## src/rtl/dmem_port_arbiter.sv

```systemverilog
// dmem_port_arbiter
// Shares the single data-memory port between the pipeline MEM stage (CPU)
// and an auxiliary requester (program loader / debug DMA). The CPU normally
// wins; a starvation counter forces one AUX slot after STARVE_MAX denied
// cycles, and the CPU is stalled for that slot.
module dmem_port_arbiter #(
  parameter int WIDTH      = 32,
  parameter int STARVE_MAX = 4
) (
  input  logic             i_clk,
  input  logic             i_rst,
  // CPU (MEM stage) side
  input  logic             i_cpu_read,
  input  logic             i_cpu_write,
  input  logic [WIDTH-1:0] i_cpu_addr,
  input  logic [WIDTH-1:0] i_cpu_wdata,
  output logic [WIDTH-1:0] o_cpu_rdata,
  output logic             o_stall,
  // AUX requester side
  input  logic             i_aux_valid,
  input  logic             i_aux_we,
  input  logic [WIDTH-1:0] i_aux_addr,
  input  logic [WIDTH-1:0] i_aux_wdata,
  output logic             o_aux_ready,
  output logic             o_aux_rvalid,
  output logic [WIDTH-1:0] o_aux_rdata,
  // Memory port
  output logic             o_mem_read,
  output logic             o_mem_write,
  output logic [WIDTH-1:0] o_mem_addr,
  output logic [WIDTH-1:0] o_mem_wdata,
  input  logic [WIDTH-1:0] i_mem_rdata
);

  localparam int CNT_W = $clog2(STARVE_MAX + 1);
  localparam logic [CNT_W-1:0] STARVE_LIM = CNT_W'(STARVE_MAX);

  // Last owner of the port; AUX_RD drives the read-response pulse.
  typedef enum logic [1:0] {
    ST_IDLE   = 2'd0,
    ST_CPU    = 2'd1,
    ST_AUX_RD = 2'd2,
    ST_AUX_WR = 2'd3
  } state_t;

  typedef enum logic [1:0] {
    GNT_NONE = 2'd0,
    GNT_CPU  = 2'd1,
    GNT_AUX  = 2'd2
  } grant_t;

  state_t           state, state_next;
  grant_t           grant;
  logic [CNT_W-1:0] starve_cnt, starve_cnt_next, cnt_eff;
  logic             cpu_req;
  logic             force_aux;
  logic             aux_hs;

  assign cpu_req = i_cpu_read | i_cpu_write;

  // During the reset cycle the counter is treated as already cleared, so the
  // grant decision never forces AUX off a stale count.
  assign cnt_eff   = i_rst ? '0 : starve_cnt;
  assign force_aux = (cnt_eff == STARVE_LIM) & i_aux_valid;
  assign aux_hs    = (grant == GNT_AUX);

  assign o_cpu_rdata  = i_mem_rdata;
  assign o_aux_rvalid = (state == ST_AUX_RD);

  // Grant decision and memory-port steering.
  always_comb begin
    // NOTE: every output of this block gets a default first so that no path leaves one unassigned (which would infer a latch).
    grant       = GNT_NONE;
    o_mem_read  = 1'b0;
    o_mem_write = 1'b0;
    o_mem_addr  = '0;
    o_mem_wdata = '0;
    o_stall     = 1'b0;
    o_aux_ready = 1'b0;
    if (cpu_req && !force_aux) begin
      grant       = GNT_CPU;
      o_mem_read  = i_cpu_read;
      o_mem_write = i_cpu_write;
      o_mem_addr  = i_cpu_addr;
      o_mem_wdata = i_cpu_wdata;
    end else if (i_aux_valid) begin
      grant       = GNT_AUX;
      o_mem_read  = !i_aux_we;
      o_mem_write = i_aux_we;
      o_mem_addr  = i_aux_addr;
      o_mem_wdata = i_aux_wdata;
      o_aux_ready = 1'b1;
      o_stall     = cpu_req;
    end
  end

  // Next owner state and next starvation count.
  always_comb begin
    state_next      = ST_IDLE;
    starve_cnt_next = starve_cnt;
    unique case (grant)
      GNT_CPU: state_next = ST_CPU;
      GNT_AUX: state_next = i_aux_we ? ST_AUX_WR : ST_AUX_RD;
      default: state_next = ST_IDLE;
    endcase
    if (!i_aux_valid || aux_hs) begin
      starve_cnt_next = '0;
    end else if (starve_cnt != STARVE_LIM) begin
      starve_cnt_next = starve_cnt + 1'b1;
    end
  end

  // State and starvation-count registers.
  always_ff @(posedge i_clk) begin
    // NOTE: sequential state is written with non-blocking assignments so every register samples pre-edge values.
    if (i_rst) begin
      state      <= ST_IDLE;
      starve_cnt <= '0;
    end else begin
      state      <= state_next;
      starve_cnt <= starve_cnt_next;
    end
  end

  // AUX read-data capture; holds its value between responses.
  always_ff @(posedge i_clk) begin
    if (i_rst) begin
      o_aux_rdata <= '0;
    end else if (aux_hs && !i_aux_we) begin
      o_aux_rdata <= i_mem_rdata;
    end
  end

endmodule
```

## config.mk

```make
export PLATFORM = sky130hd
export DESIGN_NAME = dmem_port_arbiter
export DESIGN_NICKNAME = d
export VERILOG_FILES = /design/src/rtl/dmem_port_arbiter.sv
export SDC_FILE = /design/constraint.sdc
export NUM_CORES = 1
export LEC_CHECK = 0
export CORE_AREA = 2 2 117 119
export CTS_BUF_LIST = sky130_fd_sc_hd__clkbuf_4
export DETAILED_ROUTE_END_ITERATION = 7
export DIE_AREA = 0 0 119 121
export GPL_TIMING_DRIVEN = 0
export PLACE_DENSITY_LB_ADDON = 0.12
export SYNTH_ARGS = -nofsm -noshare
export SYNTH_HDL_FRONTEND = slang
export SYNTH_SLANG_ARGS = --single-unit
```

## constraint.sdc

```tcl
create_clock -name i_clk -period 1.8 [get_ports i_clk]
set_clock_uncertainty 0.15 [all_clocks]
set_input_delay 0.18 -clock i_clk [delete_from_list [all_inputs] [get_ports i_clk]]
set_output_delay 0.18 -clock i_clk [all_outputs]
set_load 0.01 [all_outputs]
```

==> flow_summary.json <==
{
  "synth.top_cell.area_share_pct": 24.6,
  "cts.sinks": 37,
  "reg2reg_from": "starve_cnt[1]",
  "hold_start": "i_aux_valid",
  "syn-mean-instance-area_sq_um": 8.06,
  "drt-total-wl_microns": 17100,
  "cp.required_ps": 1470,
  "cts_buffer_depth": 2,
  "rsz0062_at_grt": "yes",
  "r2r_slack_ps": 70,
  "slew_headroom_pct": 65.7,
  "async_flop_share_pct": 0,
  "multi_input_comb_area_sq_mm": 0.00183,
  "rr_worst_depth": 7,
  "route.detailed.drc": 0,
  "drt-initial-drc-count": 194,
  "die_h_microns": 121,
  "cp_max_fo": 10,
  "via_per_inst": 4.90,
  "leakagePower_nw": 2.62,
  "finalCritPeriodShare_pct": 133,
  "cp-startpoint": "starve_cnt[1]",
  "fin_crit_ps": 2390,
  "critPathLaunchType": "flip-flop",
  "clock_latency_ps": 340,
  "worst-setup-path-type": "flip-flop to output port",
  "grt-ovfl-total": 0,
  "status": "finished, violations left",
  "drive_above_1_share_pct": 24.0,
  "ys_types": 33,
  "port_buffers": 297,
  "seq_area_sq_um": 752,
  "crit_path_end_kind": "output port",
  "crit_path_top_delay_cell": "or4b_4",
  "min_path_cells": 3,
  "hold_path_class": "primary input to flip-flop",
  "crit_arrival_ps": 2060,
  "ant_nets": 0,
  "synth_commonest_cells": "nand3_1, a22o_1, dfxtp_1",
  "maxCapViolCount": 0,
  "cts-buffers-inserted": 5,
  "setup_violations": 68,
  "post_drt_wl_per_cell_microns": 19.6,
  "final_util_pct": 49.3,
  "max_freq_mhz": 418,
  "timing.rr.end": "o_aux_rdata[19]",
  "clockRootBuffer": "clkbuf_4",
  "grt_pass1_vias": 4196,
  "netlist_instances": 373,
  "grt_pass1_wl_microns": 24500,
  "hold_end": "state[0]",
  "dieArea_sq_mm": 0.0144,
  "path_cells": "or4b_4 > a21oi_4 > buf_12 > buf_12 > a22o_1 > buf_6",
  "ctsHoldBuffers": 0,
  "yosysMostFrequentCell": "nand3_1",
  "synth-edff-count": 0,
  "violations": "setup timing",
  "syn-num-nets": 541,
  "grt_max_degree": 13,
  "drt_first_pass_iters": 6,
  "grt_use_total_pct": 21.7,
  "worst_pin_slew_ps": 515,
  "setup_slack_ps": -591,
  "h-tree-depth": 2,
  "vias": 4265,
  "io_pins": 299,
  "max_stage_delay_ps": 540,
  "p_per_area_mw_per_mm2": 421,
  "start_util_pct": 23.0,
  "rows": 42,
  "clk_pin_slew_ps": 100,
  "final_nets": 860,
  "hpwl_microns": 13200,
  "cts_tree": "built",
  "area_delta_synth_final_pct": 115,
  "irDropWorstVdd_uv": 205,
  "tns_ps": -36500,
  "hold_ws_ps": 85.8,
  "maxSlewViolCount": 0,
  "place.gp.congestion": 0.898,
  "yosysWarnings": 0,
  "dieWidth_microns": 119,
  "hold_viol_final": 0,
  "seq_area_frac_synth_pct": 24.6,
  "synth_top_area_cell": "dfxtp_1",
  "antenna_found_initial": 3,
  "synth_area_sq_mm": 0.00301,
  "synth-seq-cells": 37,
  "coreArea_sq_mm": 0.0131,
  "synthTopCellsByArea": "dfxtp_1, a22o_1, nand3_1",
  "nFillCells": 1270,
  "synthFlopType": "dfxtp_1",
  "cpMostUsedCell": "buf_12"
}
-- area by class of cell --
class / instances / area share (%)
Clock buffer: 5 / 0.582
Inverter: 5 / 0.291
Clock inverter: 3 / 0.271
Tap cell: 176 / 3.41
Timing Repair Buffer: 315 / 47.4
Buffer: 70 / 8.07
Sequential cell: 37 / 11.7
Multi-Input combinational cell: 258 / 28.3
Antenna cell: 2 / 0.0775
-- sequential cells by signal, summed over array words and instances (netlist names) --
name         count
o_aux_rdata     32
starve_cnt       3
state            2
-- report_power, final --
part,internal (mW),switching [mW],leakage (nW)
clock network,0.148,0.318,0.0326
registers,0.863,0.0239,0.303
logic,0.834,0.532,2.29
total,1.85,0.875,2.62
-- worst max path at each step --
| stage | end | slack [ps] | depth (start not counted) |
|---|---|---|---|
| 2_1_floorplan | o_mem_addr[0] | -40 | 5 |
| 3_3_place_gp | o_mem_wdata[12] | -1280 | 7 |
| 3_5_place_dp | o_mem_wdata[12] | -1310 | 7 |
| 4_1_cts | o_mem_wdata[16] | -630 | 7 |
| 5_1_grt | o_mem_wdata[26] | -660 | 6 |
| 6_report | o_mem_wdata[26] | -590 | 6 |
-- routing by layer --
metal	share of wire (%)	vias up	wire length, microns	GRT usage (%)
met1	39	1998	6690	25.6
met4	2.4	2	418	7.59
met3	7.7	25	1320	5.83
met2	51	208	8640	38.0
met5	0.064	-	11	0
li1	-	2032	-	-
-- layout by cell type (no fill, tap or decap), drive strengths merged --
cell,n
diode,2
ha,2
a21oi,3
nand3,66
clkdlybuf4s15,1
nor2b,35
and2,1
nor2,3
a22o,64
dlygate4sd2,1
dfxtp,37
nor3b,1
a32o,1
o21ai,3
nand2b,2
clkdlybuf4s50,228
or4b,1
clkinv,3
or2,1
a31oi,2
or3b,1
nand3b,1
buf,132
o2111ai,32
nand2,34
nor3,1
a311oi,1
a221oi,1
clkbuf,28
inv,5
a211oi,1
a21o,1
-- critical path: cells and delay by family, from the launching register on --
kind            cells  cell delay [ps]
buf+inv             3              420
flops               1              370
compound gates      2              380
simple gates        1              540
-- stage by stage --
| step | total power [mW] | instances | setup WS [ps] | area, sq um |
|---|---|---|---|---|
| 2_1_floorplan | 1.38 | 373 | -36.9 | 3010 |
| 3_3_place_gp | 2.25 | 846 | -1280 | 6200 |
| 3_5_place_dp | 2.26 | 846 | -1310 | 6200 |
| 4_1_cts | 2.71 | 862 | -630 | 6240 |
| 5_1_grt | 2.85 | 871 | -660 | 6450 |
| 6_report | 2.72 | 871 | -591 | 6450 |
-- cells by family after synthesis --
kind of cell | share of synthesized area (%)
and+or+nand+nor | 25.5
buffers and inverters | 17.6
DFF | 24.6
AOI/OAI and AO/OA | 31.4
adders and majority gates | 0.832
-- what timing repair did --
action / CTS / global route
endpoints found under the setup margin: 69 / 85
hold endpoints to repair: 0 / 0
setup buffers: 10 / 5
gates cloned: 1 / 5
gates resized for setup: 338 / 45
pin swaps: 11 / 24
No activity file was read; power rests on OpenSTA's default activity.
